==> src/rtl/board_vram_pkg.sv <==
// board_vram_pkg: board geometry, cell encodings and arbiter states shared by the VRAM write path.
package board_vram_pkg;
   localparam int BOARD_W      = 14;
   localparam int BOARD_H      = 14;
   localparam int BOARD_CELLS  = BOARD_W * BOARD_H;
   localparam int CELL_DATA_W  = 6;
   localparam int BOARD_ADDR_W = 8;
   localparam logic [CELL_DATA_W-1:0] CELL_EMPTY  = 6'd0;
   localparam logic [CELL_DATA_W-1:0] CELL_P1     = 6'd1;
   localparam logic [CELL_DATA_W-1:0] CELL_P2     = 6'd2;
   localparam logic [CELL_DATA_W-1:0] CELL_CURSOR = 6'd3;
   typedef enum logic {ST_IDLE, ST_CLEAR} state_t;
endpackage

==> src/rtl/board_xy_to_addr.sv <==
// board_xy_to_addr: maps board (x,y) to a linear VRAM address and flags cells outside the board.
module board_xy_to_addr #(
   parameter int BOARD_W = 14,
   parameter int BOARD_H = 14,
   parameter int ADDR_W  = 8
) (
   input  logic [3:0]        i_x,
   input  logic [3:0]        i_y,
   output logic [ADDR_W-1:0] o_addr,
   output logic              o_in_range
);
   logic [ADDR_W-1:0] w_x, w_y;
   assign w_x = ADDR_W'(i_x);
   assign w_y = ADDR_W'(i_y);
   assign o_in_range = (int'(i_x) < BOARD_W) && (int'(i_y) < BOARD_H);
   // 14-wide boards avoid a multiplier: y*14 = 16y - 2y
   generate
      if (BOARD_W == 14) begin : g_shift
         assign o_addr = (w_y << 4) - (w_y << 1) + w_x;
      end else begin : g_mul
         assign o_addr = w_y * ADDR_W'(BOARD_W) + w_x;
      end
   endgenerate
endmodule

==> src/rtl/board_vram_write_arbiter.sv <==
// board_vram_write_arbiter: round-robin owner of the board VRAM write port with full-board clear.
// Optional BOARD_WR_COUNT_EN adds a saturating count of issued requester writes.
module board_vram_write_arbiter
   import board_vram_pkg::*;
#(
   parameter int BOARD_W        = board_vram_pkg::BOARD_W,
   parameter int BOARD_H        = board_vram_pkg::BOARD_H,
   parameter int DATA_W         = board_vram_pkg::CELL_DATA_W,
   parameter int ADDR_W         = board_vram_pkg::BOARD_ADDR_W,
   parameter int CLEAR_VAL      = 0,
   parameter bit CLEAR_ON_RESET = 1'b1
) (
   input  logic              clk,
   input  logic              rst,
   input  logic              clear_req,
   output logic              clear_busy,
   input  logic              req0_valid,
   input  logic [3:0]        req0_x,
   input  logic [3:0]        req0_y,
   input  logic [DATA_W-1:0] req0_data,
   output logic              req0_ready,
   input  logic              req1_valid,
   input  logic [3:0]        req1_x,
   input  logic [3:0]        req1_y,
   input  logic [DATA_W-1:0] req1_data,
   output logic              req1_ready,
   output logic [ADDR_W-1:0] vram_wraddress,
   output logic [DATA_W-1:0] vram_data,
   output logic              vram_wren,
   output logic              err_oob
`ifdef BOARD_WR_COUNT_EN
   ,output logic [15:0]      wr_count
`endif
);
   state_t            r_state, w_next;
   logic              r_ptr, r_wren, r_err, r_busy;
   logic [ADDR_W-1:0] r_clear_addr, r_addr, w_addr;
   logic [DATA_W-1:0] r_data, w_data;
   logic              w_idle, w_clear, w_last, w_g0, w_g1, w_grant, w_in_range;
   logic [3:0]        w_x, w_y;

   always_comb begin
      w_clear = r_state == ST_CLEAR;
      w_idle  = !w_clear && !clear_req;
      w_last  = r_clear_addr == ADDR_W'(BOARD_W * BOARD_H - 1);
      w_g0    = w_idle && req0_valid && (!req1_valid || !r_ptr);
      w_g1    = w_idle && req1_valid && (!req0_valid || r_ptr);
      w_grant = w_g0 || w_g1;
      w_x     = w_g1 ? req1_x : req0_x;
      w_y     = w_g1 ? req1_y : req0_y;
      w_data  = w_g1 ? req1_data : req0_data;
      w_next  = w_clear ? (w_last ? ST_IDLE : ST_CLEAR) : (clear_req ? ST_CLEAR : ST_IDLE);
   end

   board_xy_to_addr #(.BOARD_W(BOARD_W), .BOARD_H(BOARD_H), .ADDR_W(ADDR_W)) u_xy (
      .i_x       (w_x),
      .i_y       (w_y),
      .o_addr    (w_addr),
      .o_in_range(w_in_range)
   );

   always_ff @(posedge clk or posedge rst) begin
      if (rst) begin
         r_state      <= CLEAR_ON_RESET ? ST_CLEAR : ST_IDLE;
         r_clear_addr <= '0;
         r_ptr        <= 1'b0;
         r_wren       <= 1'b0;
         r_addr       <= '0;
         r_data       <= '0;
         r_err        <= 1'b0;
         r_busy       <= 1'b0;
      end else begin
         r_state      <= w_next;
         r_clear_addr <= w_clear ? r_clear_addr + ADDR_W'(1) : '0;
         r_ptr        <= (w_idle && req0_valid && req1_valid) ? !r_ptr : r_ptr;
         r_wren       <= w_clear || (w_grant && w_in_range);
         r_addr       <= w_clear ? r_clear_addr : (w_grant ? w_addr : r_addr);
         r_data       <= w_clear ? DATA_W'(CLEAR_VAL) : (w_grant ? w_data : r_data);
         r_err        <= w_grant && !w_in_range;
         r_busy       <= w_clear;
      end
   end

   assign req0_ready     = w_g0;
   assign req1_ready     = w_g1;
   assign vram_wren      = r_wren;
   assign vram_wraddress = r_addr;
   assign vram_data      = r_data;
   assign err_oob        = r_err;
   assign clear_busy     = r_busy;

`ifdef BOARD_WR_COUNT_EN
   logic [15:0] r_wr_count;
   always_ff @(posedge clk or posedge rst) begin
      if (rst)
         r_wr_count <= '0;
      else
         r_wr_count <= (w_next == ST_CLEAR) ? '0 :
                       (w_grant && w_in_range && r_wr_count != 16'hFFFF) ? r_wr_count + 16'd1 : r_wr_count;
   end
   assign wr_count = r_wr_count;
`endif
endmodule

==> config.mk <==
export PLATFORM = sky130hd
export DESIGN_NAME = board_vram_write_arbiter
export DESIGN_NICKNAME = d
export VERILOG_FILES = /design/src/rtl/board_vram_pkg.sv /design/src/rtl/board_xy_to_addr.sv /design/src/rtl/board_vram_write_arbiter.sv
export SDC_FILE = /design/constraint.sdc
export NUM_CORES = 1
export LEC_CHECK = 0
export ABC_AREA = 1
export CORE_UTILIZATION = 40
export CTS_BUF_LIST = sky130_fd_sc_hd__clkbuf_4 sky130_fd_sc_hd__clkbuf_8 sky130_fd_sc_hd__clkbuf_16
export DETAILED_ROUTE_END_ITERATION = 8
export PLACE_DENSITY_LB_ADDON = 0.05
export SLEW_MARGIN = 20
export SYNTH_ARGS = -nofsm -noshare
export SYNTH_HDL_FRONTEND = slang
export SYNTH_SLANG_ARGS = --single-unit
==> constraint.sdc <==
create_clock -name clk -period 2.22 [get_ports clk]
set_input_delay 0.222 -clock clk [delete_from_list [all_inputs] [get_ports clk]]
set_output_delay 0.222 -clock clk [all_outputs]
set_load 0.02 [all_outputs]
==> results of run 1 <==
==> layer usage <==
layer | vias to the layer above | track usage | wire length [um]
met5 | - | 0 | 0
met4 | 0 | 0.05585 | 36
met3 | 4 | 0.02069 | 73
met2 | 25 | 0.3304 | 1868
met1 | 738 | 0.2633 | 1913
li1 | 850 | - | -
==> cell type report <==
class	count	area, um^2	area share
tap	50	62.56	0.02464
sequential	27	676.9	0.2666
clock inverter	1	5.005	0.001971
inverter	28	105.1	0.04140
clock buffer	3	41.29	0.01626
multi-input combinational	144	889.6	0.3504
timing repair buffer	82	758.2	0.2987
==> power by group <==
group          total [mW]  leakage, nW  switching (mW)  internal [mW]
Sequential          0.727        0.323           0.101          0.626
Combinational       0.652        0.874           0.326          0.327
Clock               0.275       0.0255           0.150          0.126
Total                1.65         1.22           0.576           1.08
==> final timing paths <==
| kind | start | end | slack, ns | cells past startpoint |
|---|---|---|---|---|
| worst max-delay path | r_ptr | req1_ready | 0.14 | 6 |
| worst min-delay path | rst | clear_busy | 0.22 | 2 |
| worst max register to register | r_ptr | vram_wraddress[5] | 0.15 | 15 |
| worst min register to register | r_clear_addr[6] | r_clear_addr[7] | 0.48 | 1 |
| max in group asynchronous | rst | r_state | 1.36 | 3 |
| min in group clk | clear_req | r_state | 0.45 | 4 |
==> stage by stage <==
stage                     cells  total power, mW  TNS (ns)  cell area [um^2]
after floorplan             203            1.081         0              1659
after global placement      326            1.378   -0.9160              2385
after detailed placement    326            1.382    -1.074              2385
after CTS                   330            1.662         0              2431
after global routing        335            1.782  -0.06706              2539
final                       335            1.655         0              2539
==> synth_stat cells (all sizes together) <==
master / instances / share of area
a31oi: 1 / 0.0038
a32oi: 1 / 0.0053
nand2: 53 / 0.12
nor2: 14 / 0.048
o211ai: 2 / 0.0090
nand4: 8 / 0.030
inv: 27 / 0.061
buf: 5 / 0.030
o22ai: 2 / 0.0075
a22o: 1 / 0.0053
a21oi: 15 / 0.052
dfrtp: 26 / 0.39
o21bai: 1 / 0.0045
o21ai: 15 / 0.059
nor4: 1 / 0.0038
clkinv: 1 / 0.0023
xnor2: 2 / 0.011
ha: 6 / 0.045
nand3: 13 / 0.053
o221ai: 3 / 0.016
dfstp: 1 / 0.016
xor2: 3 / 0.016
nor3: 2 / 0.0060
==> kinds of logic (layout without fill, tap and decap cells) <==
logic type	count (synthesis)	count (layout)
buffers and inverters	33	114
AOI/OAI and AO/OA	41	41
and+or+nand+nor	91	92
xor gates and xnor gates	5	5
DFF	27	27
adders and majority gates	6	6
==> state kept, by name, indices dropped and copies added (netlist names) <==
register and flops:
clear_busy 1, err_oob 1, r_clear_addr 8, r_ptr 1
r_state 1, vram_data 6, vram_wraddress 8, vram_wren 1
==> critical path, stage by stage, from the launching register on <==
cell	delay [ns]
dfrtp_1	0.42
inv_2	0.08
nand2_4	0.11
nand3_4	0.12
inv_2	0.08
buf_4	0.17
clkdlybuf4s50_1	0.61
==> what timing repair did <==
| item | 4_1_cts | 5_1_grt |
|---|---|---|
| resized for setup | 0 | 13 |
| setup endpoints to repair | 0 | 8 |
| buffers inserted | 0 | 4 |
==> summary.txt, run 1 <==
Placement
  – IO buf count: roughly 50
  – Worst setup slack after placement: -0.2091 ns
  – Final Wtd Congestion: 0.8541
  – Detailed Place HPWL: 3.201 mm

Synthesis
  – Synthesized-area fraction occupied by ao, oa, aoi and oai cells: 0.1621
  – Number of synthesized register bits: 27
  – Synthesis warning total: 0
  – Share of synthesized area spent on multiplexers: 0
  – Simple-gate portion of the synthesized area: 0.2647
  – Synthesized instance count: 203
  – Number of nets in the synthesized netlist: 242
  – Share of the synthesized netlist area taken by xor and xnor gates: 0.02640
  – Synth Area in Adders: 0.04525
  – Post-Syn Area: 0.001659 mm^2
  – Seq/Total Area, Yosys: 0.4080
  – Post-Syn Area per Cell: 8.173 um^2
  – Library cells used by synthesis: 34
  – Largest family of logic cells by synthesized area: simple AND/OR/NAND/NOR gates

Cells and area
  – Area growth from synthesis to layout: 53.02%
  – Count of nets after finishing: between 300 and 400
  – Layout cell share with drive strength beyond 1: 0.2105
  – Number of antenna diodes: 0
  – Fill cell instance count of the final layout: between 300 and 400
  – Highest-count cells in the layout ignoring fill and taps: nand2_1 (49), clkdlybuf4s50_1 (48), buf_4 (29), dfrtp_1 (26), inv_1 (22)
  – Most common cell after layout, fill and taps aside: nand2_1
  – Fin util: 0.6347

Power and ir drop
  – PwrDens: around 650 mW/mm^2
  – Leakage power summed over all cells: 1.222 nW
  – VDD IR-drop max: around 0.29 mV

Timing
  – RSZ-0062 raised after global routing: yes
  – Final worst path period share: 0.9379
  – Final critical delay including setup and external delays: 2.082 ns
  – Tightest Pin Transition: 0.3768 ns
  – Count of endpoints failing hold in the final timing report: 0
  – Clock skew after layout: 0.004633 ns
  – F_max: between 0.4 and 0.5 GHz
  – Slew Viols, Final: 0
  – Worst hold-check slack: about 0.22 ns
  – Setup-failing EPs final: 0
  – Relative max-transition margin: 0.7485
  – Crit path setup slack, layout: about 0.14 ns

Die
  – Floorplan die width: 66.40 um
  – Placement Rows: 23
  – I/O pin cnt: 52
  – Core region area: 0.004000 mm^2
  – Die Outline Area: 0.004409 mm^2
  – Die H: 66.40 um
  – Initial Util: 0.4148

Routing
  – DR vias/cell: 4.827
  – Post-route ant nets: 0
  – Number of detailed-route iterations in the first pass: 6
  – DRC violation count after routing: 2
  – Wirelength per Cell: 11.62 um
  – Number of vias after detailed routing: 1617
  – Total detailed-routing wirelength: 3.892 mm
  – Violation count after the first detailed-route iteration: 72

Status
  – Violations in the final reports: DRC
  – Run status: finished with violations

Clock network
  – Number of H-tree levels: 1
  – Clock latency at the later pin of the worst-skew pair: approximately 0.27 ns
  – Clock-pin slew on the worst setup and hold paths: about 0.090 ns
  – Clk root buf: clkbuf_8
  – Total clock sinks: 27
  – TritonCTS clock tree: built
  – CTS Buf Count: 3
  – Number of buffers on the longest clock path: 2
  – # hold bufs at CTS: 0

Worst setup path
  – Critical path required time: 2.00 ns
  – Arrival time at the worst endpoint: between 1.5 and 2 ns
  – Max Fanout on Critical Path: 9
  – Critical Path Sink Type: primary output
  – CP startpoint kind: flip-flop
  – Startpoint-to-endpoint class of the critical path: flip-flop to primary output

Global routing
  – Total GRT Usage: 0.1961
  – Wire length of the first global-routing pass: 6.561 mm
  – Pin count of the biggest net entering global routing: 19
  – Via count of the first global-routing pass: 1463
  – Sum of overflow across all layers after global routing: 0
  – Initial antenna violation count: 0

Min path
  – Class of the tightest hold or removal check: primary input to asynchronous set/reset pin

Flow run
  – Number of max-capacitance violations reported: 0
Note: power is estimated with default switching activity, not from simulation.
==> run 2, diff against run 1 <==
--- a/config.mk
+++ b/config.mk
@@ -9,7 +9,7 @@
 export CORE_UTILIZATION = 40
 export CTS_BUF_LIST = sky130_fd_sc_hd__clkbuf_4 sky130_fd_sc_hd__clkbuf_8 sky130_fd_sc_hd__clkbuf_16
 export DETAILED_ROUTE_END_ITERATION = 8
-export PLACE_DENSITY_LB_ADDON = 0.05
+export PLACE_DENSITY_LB_ADDON = 0.08
 export SLEW_MARGIN = 20
 export SYNTH_ARGS = -nofsm -noshare
 export SYNTH_HDL_FRONTEND = slang
==> constraint.sdc (replaced) <==
create_clock -name clk -period 2.6 [get_ports clk]
set_input_delay 0.26 -clock clk [delete_from_list [all_inputs] [get_ports clk]]
set_output_delay 0.26 -clock clk [all_outputs]
set_load 0.02 [all_outputs]
==> summary.txt, run 2 (synthesis results as in run 1) <==
Status
  – Run status: complete, no violations (was finished with violations)

Global routing
  – Wire length of the first global-routing pass: 6.499 mm (was 6.561 mm)
  – Via count of the first global-routing pass: 1467 (was 1463)
  – Total GRT Usage: 0.1957 (was 0.1961)
  – Global routing usage on met2: 0.3482 (was 0.3304)
  – Met3 global-route usage: 0.03793 (was 0.02069)
  – Pin count of the biggest net entering global routing: 28 (was 19)
  – Layer carrying the most global-route usage: met2 (unchanged)
  – Sum of overflow across all layers after global routing: 0 (unchanged)
  – Met1 demand-to-capacity share in global routing: 0.2451 (was 0.2633)
  – Initial antenna violation count: 0 (unchanged)

Timing
  – Crit path setup slack, layout: 0.3550 ns (was 0.1380 ns)
  – F_max: around 0.45 GHz
  – Setup-failing EPs final: 0 (unchanged)
  – Relative max-transition margin: 0.7733 (was 0.7485)
  – Worst hold-check slack: 0.3397 ns (was 0.2236 ns)
  – Tightest Pin Transition: 0.3400 ns (was 0.3768 ns)
  – Count of endpoints failing hold in the final timing report: 0 (unchanged)
  – Final worst path period share: 0.8635
  – Slew Viols, Final: 0 (unchanged)
  – Clock skew after layout: 0.007496 ns (was 0.004633 ns)
  – Summed negative setup slack over all endpoints: 0 ns (unchanged)
  – Final critical delay including setup and external delays: 2.245 ns
  – RSZ-0062 raised after global routing: no (was yes)

Power and ir drop
  – VDD IR-drop max: 0.5179 mV (was 0.2865 mV)
  – Leakage power summed over all cells: 1.067 nW (was 1.222 nW)
  – PwrDens: 605.0 mW/mm^2 (was 651.9 mW/mm^2)

Die
  – Initial Util: 0.4148 (unchanged)
  – Core region area: 0.004000 mm^2 (unchanged)
  – Die H: 66.40 um (unchanged)
  – I/O pin cnt: 52 (unchanged)
  – Die Outline Area: 0.004409 mm^2 (unchanged)
  – Placement Rows: 23 (unchanged)
  – Floorplan die width: 66.40 um (unchanged)

Min path
  – Class of the tightest hold or removal check: primary input to asynchronous set/reset pin (unchanged)

Placement
  – Worst setup slack after placement: 0.06244 ns (was -0.2091 ns)
  – Detailed Place HPWL: 3.100 mm (was 3.201 mm)
  – IO buf count: 51 (unchanged)
  – Final Wtd Congestion: 0.8342 (was 0.8541)

Routing
  – Number of detailed-route iterations in the first pass: 4 (was 6)
  – Total detailed-routing wirelength: 4.004 mm (was 3.892 mm)
  – Violation count after the first detailed-route iteration: 42 (was 72)
  – Number of vias after detailed routing: 1535 (was 1617)
  – Wirelength per Cell: 12.83 um (was 11.62 um)
  – DRC violation count after routing: 0 (was 2)
  – Post-route ant nets: 0 (unchanged)
  – DR vias/cell: 4.920 (was 4.827)

Clock network
  – Clk root buf: clkbuf_8 (unchanged)
  – Number of buffers on the longest clock path: 2 (unchanged)
  – CTS Buf Count: 3 (unchanged)
  – # resized after CTS: 0 (unchanged)
  – Clock latency at the later pin of the worst-skew pair: 0.27 ns (about the same)
  – Setup Buffers After CTS: 0 (unchanged)
  – Total clock sinks: 27 (unchanged)
  – # hold bufs at CTS: 0 (unchanged)
  – Number of H-tree levels: 1 (unchanged)
  – Clock-pin slew on the worst setup and hold paths: 0.10 ns (was 0.09 ns)
  – TritonCTS clock tree: built (unchanged)

Worst setup path
  – Max Fanout on Critical Path: 11 (was 9)
  – Most frequent cell on the critical path: nand2_1 (was inv_2)
  – Top delay family on crit path: simple AND/OR/NAND/NOR gates (was buffers and inverters)
  – Sequence of cells on the critical path: inv_1 > nand2_2 > nand3_4 > nand2_1 > o21ai_4 > ha_1 > nand2_1 > o21ai_0 > nand2_1 > nand3_1 > xor2_1 > o211ai_1 (was inv_2 > nand2_4 > nand3_4 > inv_2 > buf_4 > clkdlybuf4s50_1)
  – Largest incremental delay on the critical path: 0.40 ns (was 0.61 ns)
  – Worst reg2reg setup slack: 0.36 ns (was 0.15 ns)
  – Worst reg2reg path depth: 12 (was 15)
  – Startpoint-to-endpoint class of the critical path: flip-flop to flip-flop (was flip-flop to primary output)
  – Critical path required time: 2.76 ns (was 2.00 ns)
  – Count of buffering cells on the critical path with inverters included: 1 (was 4)
  – CP startpoint kind: flip-flop (unchanged)
  – Reg-to-Reg End: vram_wraddress[6] (was vram_wraddress[5])
  – Critical Path Sink Type: flip-flop (was primary output)
  – Arrival time at the worst endpoint: 2.40 ns (was 1.86 ns)
  – Startpoint of the worst-slack reg-to-reg timing path: r_ptr (unchanged)
  – Cell with the biggest individual delay on the critical path: dfrtp_1 (was clkdlybuf4s50_1)

Flow run
  – Number of max-capacitance violations reported: 0 (unchanged)

Cells and area
  – Number of antenna diodes: 0 (unchanged)
  – Most common cell after layout, fill and taps aside: clkdlybuf4s50_1 (was nand2_1)
  – Area growth from synthesis to layout: 38.54% (was 53.02%)
  – Count of nets after finishing: 302 (was 325)
  – Highest-count cells in the layout ignoring fill and taps: clkdlybuf4s50_1 (51), nand2_1 (50), dfrtp_1 (26), inv_1 (24), a21oi_1 (14) (was nand2_1 (49), clkdlybuf4s50_1 (48), buf_4 (29), dfrtp_1 (26), inv_1 (22))
  – Layout cell share with drive strength beyond 1: 0.1183 (was 0.2105)
-- run 2: power by group --
| part | total (mW) | internal (mW) | switching, mW |
|---|---|---|---|
| combinational | 0.528 | 0.255 | 0.273 |
| sequential | 0.623 | 0.535 | 0.0886 |
| clock | 0.240 | 0.109 | 0.131 |
-- run 2: how the worst max path moves through the flow --
stage	from	endpoint	slack, ns	cells past startpoint
2_1_floorplan	r_state	vram_wraddress[6]	0.35	14
3_3_place_gp	clear_req	vram_wraddress[7]	0.09	17
3_5_place_dp	clear_req	vram_wraddress[6]	0.06	12
4_1_cts	clear_req	req0_ready	0.33	6
5_1_grt	r_ptr	vram_wraddress[6]	0.08	12
6_report	r_ptr	vram_wraddress[6]	0.36	12
-- run 2: final cells by class --
class / count / area (um^2)
well taps: 50 / 62.56
clock inverters: 1 / 7.507
fillers: 382 / 1702
inverters: 28 / 105.1
flip-flops and latches: 27 / 676.9
repair buffers: 60 / 578.1
multi-input cells: 143 / 827.0
clock buffers: 3 / 41.29
-- run 2: stage by stage --
stage,utilization,area [um^2],cells,total power [mW]
finish,0.5746,2298,312,1.391
global route,0.5746,2298,312,1.484
CTS,0.5746,2298,312,1.404
detailed placement,0.5624,2250,308,1.159
global placement,0.5624,2250,308,1.151
floorplan,-,1659,203,0.9224
-- run 2: layer usage --
| layer | up-vias | share of wire |
|---|---|---|
| li1 | 796 | - |
| met1 | 692 | 0.47 |
| met2 | 45 | 0.48 |
| met3 | 2 | 0.045 |
| met4 | 0 | 0.0047 |
| met5 | - | 0 |
-- run 2: worst min-delay path, stage by stage --
cell,delay (ns)
clkdlybuf4s50_1,0.40
inv_1,0.05
buf_4,0.31
